$ cat config.mk
export PLATFORM = sky130hd
export DESIGN_NAME = regfile_write_sequencer
export DESIGN_NICKNAME = d
export VERILOG_FILES = /design/src/rtl/regfile_write_sequencer.sv
export SDC_FILE = /design/constraint.sdc
export NUM_CORES = 1
export LEC_CHECK = 0
export BUFFER_PORTS_ARGS = -buffer_cell sky130_fd_sc_hd__buf_2
export CAP_MARGIN = 20
export CORE_ASPECT_RATIO = 1.2
export CORE_MARGIN = 2
export CORE_UTILIZATION = 45
export DETAILED_ROUTE_END_ITERATION = 10
export RECOVER_POWER = 50
export SLEW_MARGIN = 10
export SYNTH_ARGS = -nofsm -noshare
export SYNTH_HDL_FRONTEND = slang
export SYNTH_SLANG_ARGS = --single-unit
$ cat constraint.sdc
create_clock -name CLK -period 4.6 [get_ports CLK]
set_input_delay 0.46 -clock CLK [delete_from_list [all_inputs] [get_ports CLK]]
set_output_delay 0.46 -clock CLK [all_outputs]
set_load 0.01 [all_outputs]
$ cat src/rtl/regfile_write_sequencer.sv
// regfile_write_sequencer
//   Write-port sequencer for the ACC/ACCO/SP/RA register file. ALU results and
//   memory-load results are collected into a small in-order FIFO. At most one
//   register-file write is issued per cycle, through a registered output stage.
//
// Optional feature: define WB_BYPASS_EN to add a combinational forwarding
// lookup over the output register and all queued entries.
//
// Ports
//   CLK                     system clock, rising edge
//   rst                     asynchronous reset, active-low
//   stall                   1 = register file must not be written this cycle
//   aluValid/aluAddr/aluData ALU write request
//   aluReady                ALU request accepted on this edge if aluValid
//   memValid/memAddr/memData memory-load write request
//   memReady                load request accepted on this edge if memValid
//   write/wrAddr/wrData     registered write strobe, address and data
//   count                   entries queued (output register not included)
//   empty                   nothing queued and no write in flight
//   lkAddr/fwdHit/fwdData   forwarding lookup (WB_BYPASS_EN only)
module regfile_write_sequencer #(
  parameter int unsigned DATA_W = 16,
  parameter int unsigned ADDR_W = 2,
  parameter int unsigned DEPTH  = 4
) (
  input  logic                       CLK,
  input  logic                       rst,
  input  logic                       stall,
  input  logic                       aluValid,
  input  logic [ADDR_W-1:0]          aluAddr,
  input  logic [DATA_W-1:0]          aluData,
  output logic                       aluReady,
  input  logic                       memValid,
  input  logic [ADDR_W-1:0]          memAddr,
  input  logic [DATA_W-1:0]          memData,
  output logic                       memReady,
  output logic                       write,
  output logic [ADDR_W-1:0]          wrAddr,
  output logic [DATA_W-1:0]          wrData,
`ifdef WB_BYPASS_EN
  input  logic [ADDR_W-1:0]          lkAddr,
  output logic                       fwdHit,
  output logic [DATA_W-1:0]          fwdData,
`endif
  output logic [$clog2(DEPTH):0]     count,
  output logic                       empty
);

  localparam int unsigned PtrW = $clog2(DEPTH);
  localparam int unsigned CntW = PtrW + 1;

  typedef enum logic [1:0] {StIdle, StDrain, StHold} state_e;

  state_e            state_q, state_d;
  logic [CntW-1:0]   count_q, count_d;
  logic [PtrW-1:0]   rd_ptr_q, rd_ptr_d;
  logic [PtrW-1:0]   wr_ptr_q, wr_ptr_d;
  logic [PtrW-1:0]   mem_slot;
  logic              write_q;
  logic [ADDR_W-1:0] wr_addr_q;
  logic [DATA_W-1:0] wr_data_q;
  logic              push_alu, push_mem, pop;

  logic [ADDR_W-1:0] addr_mem [DEPTH];
  logic [DATA_W-1:0] data_mem [DEPTH];

  // Readiness looks only at the registered count; a same-cycle pop does not
  // free a slot early.
  always_comb begin
    aluReady = count_q < CntW'(DEPTH);
    memReady = aluValid ? (count_q < CntW'(DEPTH - 1)) : (count_q < CntW'(DEPTH));
    push_alu = aluValid & aluReady;
    push_mem = memValid & memReady;
    pop      = (state_q != StIdle) && !stall && (count_q != '0);
    count_d  = count_q + CntW'(push_alu) + CntW'(push_mem) - CntW'(pop);
    // ALU entry is the older one when both arrive together.
    mem_slot = wr_ptr_q + PtrW'(push_alu);
    wr_ptr_d = wr_ptr_q + PtrW'(push_alu) + PtrW'(push_mem);
    rd_ptr_d = rd_ptr_q + PtrW'(pop);
  end

  always_comb begin
    state_d = state_q;
    unique case (state_q)
      StIdle:  if (push_alu || push_mem) state_d = StDrain;
      StDrain: begin
        if (count_d == '0)  state_d = StIdle;
        else if (stall)     state_d = StHold;
      end
      StHold:  if (!stall) state_d = (count_d == '0) ? StIdle : StDrain;
      default: state_d = StIdle;
    endcase
  end

  always_ff @(posedge CLK or negedge rst) begin
    if (!rst) begin
      state_q   <= StIdle;
      count_q   <= '0;
      rd_ptr_q  <= '0;
      wr_ptr_q  <= '0;
      write_q   <= 1'b0;
      wr_addr_q <= '0;
      wr_data_q <= '0;
    end else begin
      state_q  <= state_d;
      count_q  <= count_d;
      rd_ptr_q <= rd_ptr_d;
      wr_ptr_q <= wr_ptr_d;
      write_q  <= pop;
      if (pop) begin
        wr_addr_q <= addr_mem[rd_ptr_q];
        wr_data_q <= data_mem[rd_ptr_q];
      end
    end
  end

  // Storage needs no reset: validity is tracked by the pointers and count.
  always_ff @(posedge CLK) begin
    if (push_alu) begin
      addr_mem[wr_ptr_q] <= aluAddr;
      data_mem[wr_ptr_q] <= aluData;
    end
    if (push_mem) begin
      addr_mem[mem_slot] <= memAddr;
      data_mem[mem_slot] <= memData;
    end
  end

  assign write  = write_q;
  assign wrAddr = wr_addr_q;
  assign wrData = wr_data_q;
  assign count  = count_q;
  assign empty  = (count_q == '0) && !write_q;

`ifdef WB_BYPASS_EN
  logic [PtrW-1:0] lk_idx;

  // Scan oldest to youngest so the last match wins; the output register is
  // always older than anything still queued.
  always_comb begin
    fwdHit  = 1'b0;
    fwdData = '0;
    lk_idx  = '0;
    if (write_q && (wr_addr_q == lkAddr)) begin
      fwdHit  = 1'b1;
      fwdData = wr_data_q;
    end
    for (int unsigned i = 0; i < DEPTH; i++) begin
      lk_idx = rd_ptr_q + PtrW'(i);
      if ((CntW'(i) < count_q) && (addr_mem[lk_idx] == lkAddr)) begin
        fwdHit  = 1'b1;
        fwdData = data_mem[lk_idx];
      end
    end
  end
`endif

endmodule

=== Word level (Yosys, flattened, before mapping) ===
Memory sizes are Yosys's and may differ from the RTL's. A register that Yosys moved wholly into a read port is not among the register bits.
Cells that the tools add are included.

* Memories: 2
* Memory bits (writable): 72
* Word-level logic and storage cells: 47
* Input port bits: 41
* Flip-flop bits (word level): 10
* Output and inout bits: 25

{| class="wikitable"
|+ Memory list
! name !! depth !! width !! rd ports !! clocked after Yosys merged registers in !! wr ports !! RTL line !! source
|-
| data_mem || 4 || 16 || 1 || 1 || 2 || 65 || <nowiki>logic [DATA_W-1:0] data_mem [DEPTH];</nowiki>
|-
| addr_mem || 4 || 2 || 1 || 1 || 2 || 64 || <nowiki>logic [ADDR_W-1:0] addr_mem [DEPTH];</nowiki>
|}

* Equal/unequal tests: 5
* Reduce and logical (&&, ||, !) cells: 14
* Bitwise gates (word level): 2
* Multiplexer cells: 11
* $add $sub $neg: 6
* $lt $le $gt $ge: 2

{| class="wikitable"
|+ Operator list
! cell !! count
|-
| $mux W2 || 4
|-
| $add A2 B1 Y2 || 3
|-
| $add A3 B1 Y3 || 2
|-
| $logic_not A3 Y1 || 2
|-
| $mux W1 || 6
|-
| $pmux W2 S3 || 1
|-
| $logic_not A1 Y1 || 4
|-
| $ne A2 B2 Y1 const B || 2
|-
| $logic_and A1 B1 Y1 || 3
|-
| $lt A3 B2 Y1 const B || 1
|-
| $lt A3 B3 Y1 const B || 1
|-
| $ne A3 B3 Y1 const B || 1
|-
| $reduce_and A3 Y1 || 1
|-
| $reduce_bool A3 Y1 || 1
|-
| $sub A3 B1 Y3 || 1
|-
| $and A1 B1 Y1 || 2
|-
| $eq A2 B1 Y1 const B || 1
|-
| $eq A2 B2 Y1 const B || 1
|-
| $logic_not A2 Y1 || 1
|-
| $reduce_bool A2 Y1 || 1
|-
| $logic_or A1 B1 Y1 || 1
|}

=== Longest topological paths before layout ===
Gate-level depths: netlist (run 1).

* Word-level depth: 9
* Mapped depth: 11
* Mapped depth without buffers: 11

=== Least setup slack after synthesis (run 1) ===
Ideal clock, no wire load.

* Path kind: flip-flop to flip-flop
* Start point: register count_q[2], in the netlist count[2]
* End point: register state_q[1]
* Arrival: 2778 ps
* Clock period less this slack: 2915 ps
* Buffers on the path: 1
* Setup time: 136 ps
* Slack: 1685 ps
* Stages on the path, launching flop included: 10
* Path through: dfrtp_1 -> inv_2 -> a311oi_4 -> buf_6 -> ha_1 -> fa_1 -> inv_1 -> fa_1 -> o311ai_0 -> a21boi_0

* Word-level cells in the longest chain between the ends: 8
* Elaborated cells on any way between the ends: 17
* Those cells by class: add/sub: 3; order compare: 2; eq/ne: 2; mux: 3; bitwise: 2; reduce/logical: 5

{| class="wikitable"
|+ RTL lines
! what !! RTL line !! source
|-
| start, declared || 55 || <nowiki>logic [CntW-1:0] count_q, count_d;</nowiki>
|-
| start signal, assigned || 106 || <nowiki>count_q <= count_d;</nowiki>
|-
| $lt A3 B3 Y1 (*) || 70 || <nowiki>aluReady = count_q < CntW'(DEPTH);</nowiki>
|-
| via aluReady || 32 || <nowiki>output logic aluReady,</nowiki>
|-
| $and A1 B1 Y1 or $mux W1 (tied branches) || 72, 71 ||
|-
| $add A3 B1 Y3 or $and A1 B1 Y1 (tied branches) || 75, 73 ||
|-
| $add A3 B1 Y3 (*) || 75 || <nowiki>count_d = count_q + CntW'(push_alu) + CntW'(push_mem) - CntW'(pop);</nowiki>
|-
| $sub A3 B1 Y3 (*) || 75 ||
|-
| via count_d[1] || 55 ||
|-
| $logic_not A3 Y1 (*) || 87 || <nowiki>if (count_d == '0) state_d = StIdle;</nowiki>
|-
| $ne A3 B3 Y1 (no line) or $mux W2 (tied branches) || n/a ||
|-
| $reduce_and A3 Y1 (no line) or $pmux W2 S3 (tied branches) || n/a ||
|-
| end signal, assigned || 97 || <nowiki>state_q <= StIdle;</nowiki>
|-
| end signal, assigned || 105 || <nowiki>state_q <= state_d;</nowiki>
|-
| end, declared || 54 || <nowiki>state_e state_q, state_d;</nowiki>
|}

Mark *: on every way through the listed nets, which the timed path passes. The rest lies on a longest branch.
A chain may end at the register's enable or synchronous reset.

=== Final worst setup path (run 1) ===
* Start point: register count_q[2], in the netlist count[2]
* End point: register state_q[1]

* Word-level cells in the longest chain between the ends: 8
* Elaborated cells on any way between the ends: 17
* Those cells by class: add/sub: 3; order compare: 2; eq/ne: 2; mux: 3; bitwise: 2; reduce/logical: 5

{| class="wikitable"
|+ RTL lines
! what !! RTL line
|-
| $lt A3 B3 Y1 or $lt A3 B2 Y1 (tied branches) || 70, 71
|-
| $and A1 B1 Y1 or $mux W1 (tied branches) || 72, 71
|-
| $add A3 B1 Y3 or $and A1 B1 Y1 (tied branches) || 75, 73
|-
| $add A3 B1 Y3 || 75
|-
| $sub A3 B1 Y3 (*) || 75
|-
| via count_d[1] || 55
|-
| $logic_not A3 Y1 (*) || 87
|-
| $ne A3 B3 Y1 (no line) or $mux W2 (tied branches) || n/a
|-
| $reduce_and A3 Y1 (no line) or $pmux W2 S3 (tied branches) || n/a
|}

Marked as above.

==> results of run 1 <==
## registers in the layout, summed over array words and instances (netlist names)
name	cells
data_mem	64
wrData	16
addr_mem	8
count	3
rd_ptr_q	2
state_q	2
wrAddr	2
wr_ptr_q	2
write	1
## Yosys cell counts, types with 2 or more instances
cell      count
buf_2         6
buf_6         4
dfrtp_1      28
edfxtp_1     72
fa_1          2
ha_1          5
inv_1         8
mux2_1        9
mux2_2       81
mux4_2       18
nand2_1       3
nand4_4       2
nand4b_1      2
o31ai_1       2
xnor2_1       2
xor2_1        2
## through the flow
step	worst slack, ns	std cells	power [uW]	cell area (um2)
4_1_cts	1.588	469	3770	5589
2_1_floorplan	1.685	265	2503	4781
5_1_grt	1.100	469	3894	5532
3_5_place_dp	1.452	453	2943	5264
6_report	1.320	469	3684	5532
3_3_place_gp	1.508	452	2894	5236
## power by group through the flow
stage | registers (uW) | logic (uW) | clock network (uW)
2_1_floorplan | 1520 | 982 | 0
3_3_place_gp | 1550 | 1350 | 0
3_5_place_dp | 1550 | 1390 | 0
4_1_cts | 1540 | 1400 | 835
5_1_grt | 1560 | 1460 | 873
6_report | 1520 | 1330 | 830
## layout make-up
type	instances	area, um2	share of cell area
Clock buffer	9	225.2	0.04071
Clock inverter	7	100.1	0.01810
Inverter	9	33.78	0.006107
Multi-Input combinational cell	144	1793	0.3241
Sequential cell	100	2863	0.5175
Tap cell	129	161.4	0.02918
Timing Repair Buffer	71	355.3	0.06424
## routing by layer
| metal | up-vias | wire length, um | track usage |
|---|---|---|---|
| li1 | 1188 | - | - |
| met2 | 66 | 4762 | 0.2986 |
| met1 | 1271 | 4113 | 0.2304 |
| met3 | 10 | 499 | 0.03325 |
| met4 | 0 | 140 | 0.06389 |
| met5 | - | 0 | 0 |
## critical path, delay by kind of cell (launching register included)
kind,cells,cell delay (ns)
adders and majority gates,3,1.03
AOI/OAI and AO/OA,3,1.13
DFF,1,0.41
buffers and inverters,3,0.27
and+or+nand+nor,1,0.29
## kinds of logic after synthesis
kind of cell | Yosys count
muxes | 108
DFF | 100
buffers and inverters | 21
and+or+nand+nor | 15
AOI/OAI and AO/OA | 8
adders and majority gates | 7
xor gates and xnor gates | 6
## worst min path at each step
stage	from	end	slack (ns)	cells past startpoint
5_1_grt	stall	state_q[0]	0.37	2
2_1_floorplan	rst	count[0]	0.16	0
4_1_cts	rst	wrData[2]	0.19	1
3_3_place_gp	wrData[15]	wrData[15]	0.48	1
6_report	stall	state_q[0]	0.37	2
3_5_place_dp	wrData[6]	wrData[6]	0.49	1
==> results by group, run 1 <==
Outcome
  – Outcome: finished with violations
  – Failing checks: max-capacitance violations, max-slew violations

Pwr
  – Total internal power: 2478 uW
  – Clock share of power: 0.225
  – Sw frac: 0.3273
  – Reg power frac: 0.414
  – Leakage: 0.002017 uW
  – Power density over the cells: 666.0 nW/um2
  – Maximum vdd drop: 286.7 uV
  – Comb power frac: 0.361
  – Switch Pwr: 1206 uW

Synth
  – Synth Area in Compound Gates: 0.01910
  – Post-synthesis cell area: 4781 um2
  – Post-synthesis xor/xnor area fraction: 0.01413
  – Mux cell area share after synthesis: 0.2968
  – Synth unique cells: 35
  – Synth Area in Adders: 0.02146
  – Sequential area share after synthesis: 0.5988
  – Net count after synthesis: 313
  – Post-synthesis simple-gate area fraction: 0.02460
  – Area leader, netlist: edfxtp_1
  – Post-Syn Instances: 265
  – Synth async-reset ratio: 0.2800
  – Largest cells by area after synthesis: edfxtp_1, mux2_2, dfrtp_1
  – Combinational family with the most area after synthesis: multiplexers
  – Yosys top cell area share: 0.4522
  – Ys flop type: edfxtp_1
  – Post-synthesis sequential element count: 100
  – Mean post-synth cell area: 18.04 um2
  – Post-synth EDFFs: 72
  – Number of synthesis warnings: 0

CTS
  – PostCTS Resize Cnt: 0
  – Hold buffer count at CTS: 0
  – Clock slew at the register clock pins of the worst setup and hold paths: 0.07 ns
  – Clock buffer depth: 2
  – CTS Root Cell: clkbuf_16
  – Later-pin clock latency in the skew report: 0.35 ns
  – CTS Sinks: 100
  – Post-CTS Setup Bufs: 0
  – CTS Buf Count: 9
  – H-Tree Level Count: 3
  – TritonCTS clock tree: built

Die
  – Initial Util: 0.4591
  – Die width: 98.09 um
  – Die Area: 11470 um2
  – Core area: 10410 um2
  – Boundary Pins: 66
  – Die height: 116.9 um
  – Std cell rows: 41

Critical path
  – Worst path required time: 4.82 ns
  – Critical path type: flip-flop to flip-flop
  – Worst r2r path cells: 10
  – Crit path max fanout: 6
  – Worst setup endpoint: state_q[1]
  – CP peak stage delay: 0.67 ns
  – Crit path DAT: 3.50 ns
  – Worst Setup Start Kind: flip-flop
  – Slowest-stage cell, CP: a31oi_1
  – Crit-path cells: inv_1, ha_1, a31oi_1, and2_0, inv_1, fa_1, inv_1, fa_1, o311ai_0, a21boi_0
  – Worst R2R End: state_q[1]
  – R2R setup slack: 1.32 ns
  – RR Startpoint: count[2]
  – CP Capture Type: flip-flop
  – Most frequent CP cell: inv_1
  – Worst Setup SP: count[2]

Global route
  – First-pass GRT wire length: 14.87 mm
  – Initial antenna violation count: 0
  – Overflow after GRT: 0
  – Largest net degree at the start of global routing: 29
  – GR Util All Layers: 0.1764
  – Vias in the first global route: 2610

Place
  – IO Port Bufs: 65
  – GP Congestion: 0.7303
  – Final HPWL DP: 5.858 mm

Cells and area
  – Share of layout cells above drive strength 1: 0.4882
  – Area Overhead vs Synth: 15.70%
  – Final core occ: 0.5312
  – Most frequent cells in the layout: mux2_2, edfxtp_1, buf_2
  – FILL cells: 852
  – Antenna Diode Count: 0
  – Nets: 383
  – Commonest non-fill, non-tap cell in the layout: mux2_2

Timing
  – Clock skew: 0.006745 ns
  – Final Cycle Share: 0.7132
  – # setup viols final: 0
  – Setup TNS: 0 ns
  – Worst Tran Pin Value: 1.679 ns
  – Fin Hold WS: 0.3738 ns
  – Unrepaired setup endpoints after global routing: false
  – Final Hold Vio Count: 0
  – FMAX: 304.8 MHz
  – Max_slew headroom: -0.1193
  – Max Transition Viols Final: 29
  – Tmin final: 3.280 ns

Routing
  – Average routed wire per standard cell: 20.29 um
  – Initial DRC count: 111
  – Residual DRC: 0
  – Routed vias/inst: 5.405
  – Routed wire length: 9.515 mm
  – First drt pass iteration count: 4
  – Via count: 2535
  – Post-route ant nets: 0

Job
  – MaxCap Viol Count: 1

Worst hold path
  – Hold Path Class: input port to flip-flop
Note: power is estimated with default switching activity, not from simulation.
==> run 2: changes to the inputs <==
--- a/config.mk
+++ b/config.mk
@@ -11,6 +11,7 @@
 export CORE_MARGIN = 2
 export CORE_UTILIZATION = 45
 export DETAILED_ROUTE_END_ITERATION = 10
+export PLACE_DENSITY = 0.67
 export RECOVER_POWER = 50
 export SLEW_MARGIN = 10
 export SYNTH_ARGS = -nofsm -noshare
==> constraint.sdc (replaced) <==
create_clock -name CLK -period 3 [get_ports CLK]
set_input_delay 0.3 -clock CLK [delete_from_list [all_inputs] [get_ports CLK]]
set_output_delay 0.3 -clock CLK [all_outputs]
set_load 0.01 [all_outputs]
==> run 2 against run 1 <==
Against the previous run: the flow still finishes with violations (max-capacitance violations, max-slew violations); register-to-register slack got worse by 1.1 ns; sequential cell count is the same; count of clock-buffer cells in the layout increased by 4; critical path depth fell by 3; routed wire length rose by 0.91%; clock power grew 39%; via count increased by 3.4%; critical path type unchanged; largest power group unchanged.
==> results by group, run 2 (same netlist as run 1, synthesis figures left out) <==
Critical path
  – Worst Setup SP: count[2]
  – RR Startpoint: count[2]
  – Critical path type: flip-flop to flip-flop
  – Crit path DAT: 2.73 ns
  – Worst Setup Start Kind: flip-flop
  – CP Capture Type: flip-flop
  – Worst path required time: 2.99 ns
  – R2R setup slack: 0.26 ns
  – Crit path max fanout: 8

Place
  – Final HPWL DP: 6.230 mm
  – Placed insts: 462
  – GP Congestion: 0.8213
  – IO Port Bufs: 65

Cells and area
  – Commonest non-fill, non-tap cell in the layout: mux2_2
  – Flip-flop count of the largest register after layout: 64
  – Most frequent cells in the layout: mux2_2, edfxtp_1, buf_2
  – Non-Filler Instances: 480
  – Largest Register: data_mem
  – Nets: 392
  – Area Overhead vs Synth: 15.28%
  – Share of layout cells above drive strength 1: 0.4842

Global route
  – First-pass GRT wire length: 14.91 mm
  – Overflow after GRT: 0
  – Initial antenna violation count: 2
  – Vias in the first global route: 2805
  – GR Util All Layers: 0.1775
  – Largest net degree at the start of global routing: 29

CTS
  – Clock buffer depth: 2
  – Clock slew at the register clock pins of the worst setup and hold paths: 0.07 ns
  – CTS Sinks: 100
  – Later-pin clock latency in the skew report: 0.34 ns
  – Hold buffer count at CTS: 0
  – CTS Buf Count: 9
  – H-Tree Level Count: 3
  – TritonCTS clock tree: built
  – Post-CTS Setup Bufs: 0
  – PostCTS Resize Cnt: 0
  – CTS Root Cell: clkbuf_16

Routing
  – Initial DRC count: 146
  – Average routed wire per standard cell: 20.00 um
  – Residual DRC: 0
  – Post-route ant nets: 0
  – Routed wire length: 9.602 mm
  – Routed vias/inst: 5.463
  – First drt pass iteration count: 4
  – Via count: 2622

Die
  – Std cell rows: 41
  – Die height: 116.9 um
  – Die Area: 11470 um2
  – Boundary Pins: 66
  – Initial Util: 0.4591
  – Core area: 10410 um2
  – Die width: 98.09 um

Timing
  – Setup TNS: 0 ns
  – Unrepaired setup endpoints after global routing: false
  – Final Cycle Share: 0.9131
  – Final Hold Vio Count: 0
  – Fin Hold WS: 0.1822 ns
  – Max Transition Viols Final: 29
  – Clock skew: 0.007134 ns
  – # setup viols final: 0
  – Worst Tran Pin Value: 1.754 ns
  – Max_slew headroom: -0.1693
  – Tmin final: 2.739 ns
  – FMAX: 365.1 MHz

Outcome
  – Outcome: finished with violations
  – Failing checks: max-capacitance violations, max-slew violations

Pwr
  – Final Total Pwr: 5516 uW
  – Leakage: 0.002032 uW
  – Power density over the cells: 1001 nW/um2
  – Maximum vdd drop: 360.5 uV

Worst hold path
  – Hold_sp: stall
  – Hold Path Class: input port to flip-flop

Job
  – MaxCap Viol Count: 1
-- run 2: power breakdown --
group          internal (uW)  switching, uW
Clock                    668            478
Sequential              2080            240
Combinational            991           1060
Total                   3740           1780
-- run 2: metal layers --
metal,vias to the layer above,part of all wire,global-route usage
met5,-,0,0
met4,0,0.026,0.07963
met1,1339,0.40,0.2029
li1,1200,-,-
met3,19,0.031,0.02910
met2,64,0.54,0.3297
-- run 2: layout make-up --
cell class                 count  area [um2]
antenna                        2       5.005
clock buffer                  13       250.2
clock inverter                 3       40.04
fill                         856        4902
inverter                       9       33.78
multi-input combinational    144        1762
sequential                   100        2863
tap                          129       161.4
timing repair buffer          80       396.6
-- run 2: worst max-delay path: stages, from the launching register on --
cell and delay, ns:
dfrtp_1 0.45, inv_1 0.12, ha_1 0.22, a31oi_4 0.19, clkbuf_1 0.30, nand4_1 0.49, nand2_1 0.23, clkbuf_1 0.38
-- run 2: path summary, 6_finish.rpt --
| kind | endpoint | depth (start not counted) |
|---|---|---|
| max in group asynchronous | wrAddr[1] | 1 |
| min in group asynchronous | wrData[12] | 1 |
| setup reg to reg | data_mem[3][10] | 7 |
| setup / recovery | data_mem[3][10] | 7 |
| hold reg to reg | wrData[5] | 1 |
| hold / removal | state_q[0] | 2 |
-- run 2: stage by stage --
step,setup slack [ns],util,cell area [um2]
after global routing,0.1255,0.5293,5512
after CTS,0.2992,0.5379,5602
after floorplan,0.08509,-,4781
final,0.2607,0.5293,5512
after detailed placement,0.3069,0.5100,5311
after global placement,0.3988,0.5100,5311
